`src/rtl/pc_sequencer.sv`:
```
// Instruction-fetch PC sequencer.
// Keeps the fetch PC, issues single-cycle instruction-memory requests, and
// holds one fetched instruction in the if_* slot for decode. Redirects from
// CSR (trap/mret) and execute (branch/jump) take priority over sequential
// fetch. A misaligned execute target traps the sequencer in FAULT until a
// CSR redirect arrives.
module pc_sequencer #(
  parameter logic [31:0] RESET_PC = 32'h0000_0000
) (
  input  logic        clk,
  input  logic        rst,
  input  logic        stall,
  input  logic        ex_redirect,
  input  logic [31:0] ex_target,
  input  logic        csr_redirect,
  input  logic [31:0] csr_target,
  output logic        imem_req,
  output logic [31:0] imem_addr,
  input  logic        imem_ack,
  input  logic [31:0] imem_rdata,
  output logic        if_valid,
  output logic [31:0] if_pc,
  output logic [31:0] if_instr,
  output logic        flush,
  output logic        misalign_fault,
  output logic [31:0] fault_addr
);

  typedef enum logic [1:0] {
    BOOT  = 2'd0,
    FETCH = 2'd1,
    FAULT = 2'd2
  } state_e;

  // Slot contents after reset: an addi x0,x0,0 so a stray read decodes as a NOP.
  localparam logic [31:0] NOP_INSTR = 32'h0000_0013;

  state_e      state_q;
  logic [31:0] pc_q;
  logic        if_valid_q;
  logic [31:0] if_pc_q;
  logic [31:0] if_instr_q;
  logic        misalign_q;
  logic [31:0] fault_addr_q;

  logic        take_ex;
  logic        fetch_ok;
  logic        transfer;
  logic [31:0] csr_pc_d;
  logic [31:0] pc_inc_d;

  // An execute redirect is only honoured outside FAULT; a CSR redirect always wins.
  assign take_ex  = ex_redirect && (state_q != FAULT);

  // Fetch only in FETCH, never in a redirect cycle, and only when the slot is free
  // or being consumed this cycle.
  assign fetch_ok = (state_q == FETCH) && !csr_redirect && !ex_redirect
                    && (!if_valid_q || !stall);

  assign imem_req  = !rst && fetch_ok;
  assign imem_addr = pc_q;
  assign transfer  = imem_req && imem_ack;
  assign flush     = !rst && (csr_redirect || take_ex);

  // CSR targets are forced word-aligned, so a trap/mret can never fault.
  assign csr_pc_d  = csr_target & 32'hFFFF_FFFC;
  assign pc_inc_d  = pc_q + 32'd4;

  assign if_valid       = if_valid_q;
  assign if_pc          = if_pc_q;
  assign if_instr       = if_instr_q;
  assign misalign_fault = misalign_q;
  assign fault_addr     = fault_addr_q;

  // Sequencer FSM: reset, redirect priority, fetch slot and fault capture.
  // NOTE: sequential state uses non-blocking assignments so every register
  // samples the pre-edge values, independent of statement order.
  always_ff @(posedge clk) begin
    if (rst) begin
      state_q      <= BOOT;
      pc_q         <= RESET_PC;
      if_valid_q   <= 1'b0;
      if_pc_q      <= 32'h0000_0000;
      if_instr_q   <= NOP_INSTR;
      misalign_q   <= 1'b0;
      fault_addr_q <= 32'h0000_0000;
    end else begin
      misalign_q <= 1'b0;
      if (csr_redirect) begin
        pc_q       <= csr_pc_d;
        state_q    <= FETCH;
        if_valid_q <= 1'b0;
      end else if (take_ex) begin
        pc_q       <= ex_target;
        if_valid_q <= 1'b0;
        if (ex_target[1:0] != 2'b00) begin
          state_q      <= FAULT;
          misalign_q   <= 1'b1;
          fault_addr_q <= ex_target;
        end else begin
          state_q <= FETCH;
        end
      end else begin
        case (state_q)
          BOOT: state_q <= FETCH;
          FETCH: begin
            if (transfer) begin
              if_valid_q <= 1'b1;
              if_pc_q    <= pc_q;
              if_instr_q <= imem_rdata;
              pc_q       <= pc_inc_d;
            end else if (!stall) begin
              if_valid_q <= 1'b0;
            end
          end
          FAULT:   if_valid_q <= 1'b0;
          default: state_q <= BOOT;
        endcase
      end
    end
  end

endmodule

```
`config.mk`:
```
export PLATFORM = sky130hd
export DESIGN_NAME = pc_sequencer
export DESIGN_NICKNAME = d
export VERILOG_FILES = /design/src/rtl/pc_sequencer.sv
export SDC_FILE = /design/constraint.sdc
export NUM_CORES = 1
export LEC_CHECK = 0
export ABC_AREA = 1
export BUFFER_PORTS_ARGS = -buffer_cell sky130_fd_sc_hd__buf_2
export CAP_MARGIN = 40
export CORE_ASPECT_RATIO = 0.75
export CORE_UTILIZATION = 50
export DETAILED_ROUTE_END_ITERATION = 6
export HOLD_SLACK_MARGIN = 0.1
export PLACE_DENSITY = 0.82
export SLEW_MARGIN = 20
export SYNTH_ARGS = -nofsm -noshare
export SYNTH_HDL_FRONTEND = slang
export SYNTH_SLANG_ARGS = --single-unit
```
`constraint.sdc`:
```
create_clock -name clk -period 2.5 [get_ports clk]
set_input_delay 0.5 -clock clk [delete_from_list [all_inputs] [get_ports clk]]
set_output_delay 0.5 -clock clk [all_outputs]
set_load 0.01 [all_outputs]
```
==> results.toml <==
[timing]
fin_hold_ws_ps = 286
clock_skew_ps = 7.06
hold_viol = 0
setup-tns-final_ps = 0
setup_viol = 0
grt_setup_unrepaired = "false"
worstMarginPinSlew_ps = 739
fmax_ghz = 0.432
min_period_ps = 2320
slew_headroom_pct = 50.8
min_period_over_period_pct = 92.6
slew_violations = 0
worst_slack_ps = 184

[clocking]
clockBufferDepth = 2
worstSkewPairLatency_ps = 420
htreeDepth = 4
cts_setup_buffers = 0
cts_buffers = 17
clk_pin_slew_ps = 60
postCtsHoldBufs = 0
numClockSinks = 132
cts_tree = "yes"
root_buffer = "clkbuf_16"

[hold_path]
holdPathStages = 3
hp-class = "in2reg"
hp-start = "imem_rdata[1]"

[placement]
io_buffers = 231
gp_congestion = 0.935
pre_cts_ws_ps = 326
hpwl_mm = 12.6
dp.cells = 1214

[synthesis]
synth.area.top_cells = "dfxtp_1 45%, nand2_1 15%, a21oi_1 8.7%"
synth_area_um2 = 5900
synth-seq-cells = 132
synthCells = 855
synth_most_common_cell = "nand2_1"
ys_async_sr_fraction_pct = 0
synth_ff_type = "dfxtp_1"
avgSynthCellArea_um2 = 6.90
yosysTopAreaCell = "dfxtp_1"
synth_enable_flop_cells = 0
ys_warn_count = 0
syn_nets = 961
synth_top_area_share_pct = 44.8
synth_common_cells = "238 x nand2_1, 132 x dfxtp_1, 103 x a21oi_1"
ys_types = 30
synth-seq-area-share_pct = 44.8

[detailed_routing]
first_iter_violations = 517
viasPerCell = 5.22
routedWlPerCell_um = 14.1
routed_wl_mm = 17.6
firstDrtPassIters = 5
num_vias = 6505
drc = 0
ant_nets = 0

[floorplan]
dieArea_um2 = 12200
rows = 33
ioPinCount = 234
die_x_um = 127
dieHeight_um = 96.1
core_um2 = 11200
start_util_pct = 52.8

[grt]
grt_max_degree = 75
grt_pass1_vias = 5789
grt_overflow = 0
antenna_found_initial = 1
grt_usage_pct = 29.0
grt_pass1_wl_mm = 27.4

[pwr]
power_density_nw_per_um2 = 702
p_leak_nw = 3.66
clkPwrFrac_pct = 48.2
internal-power_w = 0.00408
switching_power_w = 0.00141
ir_drop_uv = 634
p_seq_share_pct = 41.6
p_comb_share_pct = 10.2
swShare_pct = 25.7

[layout]
num-nets-final = 1182
instances_no_fill = 1246
drive_above_1_share_pct = 26.9
antenna_cells = 0
regArea_um2 = 2640
nFillCells = 1003
multiInputGateArea_um2 = 2810
area.growth.synth_to_final_pct = 32.5

[setup_path]
cp-end-kind = "primary output"
path_cells = "inv_1 > ha_1 > inv_1 > nand2_2 > nand2_4 > inv_1 > nor2_1 > buf_2"
crit_slowest_cell = "dfxtp_1"
cp_common_cell = "inv_1"
max_stage_delay_ps = 360
crit_start = "state_q[0]"
cp.depth = 8
start_kind = "flop"
arrival_ps = 1820
critical_path_class = "reg2out"
rr_worst_depth = 10
cp.buffers_inverters = 4
crit_fanout = 6
critPathRequiredTime_ps = 2000
crit_family = "buffers and inverters"
reg2reg_from = "state_q[0]"

[job]
drv_cap = 0

[status]
run_status = "completed"
## logic make-up (layout without fill, tap and decap cells)
group                    Yosys count  after routing  share of synthesized area (%)
XOR/XNOR                          10             10                           1.48
flip-flops                       132            132                           44.8
AND/OR/NAND/NOR                  384            384                           26.9
AO/OA/AOI/OAI                    212            212                           18.3
buffers and inverters            113            347                           7.76
adder cells (fa/ha/maj)            4              4                          0.848
## path summary, 6_finish.rpt
path | endpoint | slack, ps
worst max-delay path | flush | 180
worst min-delay path | if_instr[1] | 290
worst max register to register | fault_addr[12] | 440
worst min register to register | if_instr[6] | 460
## power groups by stage
| stage | clock (W) | combinational [W] | sequential (W) |
|---|---|---|---|
| 2_1_floorplan | 0 | 0.000271 | 0.00234 |
| 3_3_place_gp | 0 | 0.000547 | 0.00232 |
| 3_5_place_dp | 0 | 0.000553 | 0.00233 |
| 4_1_cts | 0.00266 | 0.000559 | 0.00228 |
| 5_1_grt | 0.00277 | 0.000620 | 0.00230 |
| 6_report | 0.00265 | 0.000559 | 0.00229 |
## worst reg2reg max path, delay by kind of cell, from the launching register on
kind,cells,cell delay [ps]
simple gates,3,410
flops,1,360
compound gates,2,370
buf+inv,4,640
fa+ha+maj,1,190
## flip-flops by register name, indices dropped and copies added, names as in the netlist, named ones only
name,count
fault_addr,32
if_instr,32
if_pc,32
if_valid,1
imem_addr,30
misalign_fault,1
state_q,2
## layout make-up
type,count,share of cell area [%]
clock inverter,15,2.59
timing repair buffer,247,16.5
sequential,132,33.8
multi-input combinational,610,35.9
clock buffer,17,5.44
inverter,68,3.28
tap,157,2.51
## routing by layer
metal | vias to the layer above | wire length [um] | GRT usage, %
met5 | - | 14 | 0
met4 | 2 | 342 | 11.7
met3 | 32 | 1610 | 8.45
met2 | 291 | 8000 | 46.7
met1 | 2960 | 7650 | 36.6
li1 | 3220 | - | -
## what timing repair did
| item | in CTS | in global routing |
|---|---|---|
| endpoints found under the setup margin | 0 | 1 |
| gates resized for setup | 0 | 2 |
| endpoints found under the hold margin | 0 | 0 |
## stage by stage
step	utilization [%]	instance area [um^2]	total power (W)
2_1_floorplan	-	5900	0.00261
4_1_cts	69.8	7820	0.00550
3_5_place_dp	64.2	7190	0.00288
5_1_grt	69.9	7820	0.00569
3_3_place_gp	64.2	7190	0.00287
6_report	69.9	7820	0.00549
## placed cells by master, fill, tap and decap left out, drive strengths merged
cell / n
buf: 247
nand2: 242
dfxtp: 132
a21oi: 103
o21ai: 103
nor2: 73
inv: 71
nand3: 64
clkbuf: 17
xnor2: 6
clkinvlp: 5
xor2: 4
ha: 4
bufinv: 4
clkinv: 3
o21bai: 3
a22oi: 2
nor3: 1
nand3b: 1
or2: 1
o211ai: 1
nand4: 1
and2: 1
No activity file was read; power rests on OpenSTA's default activity.
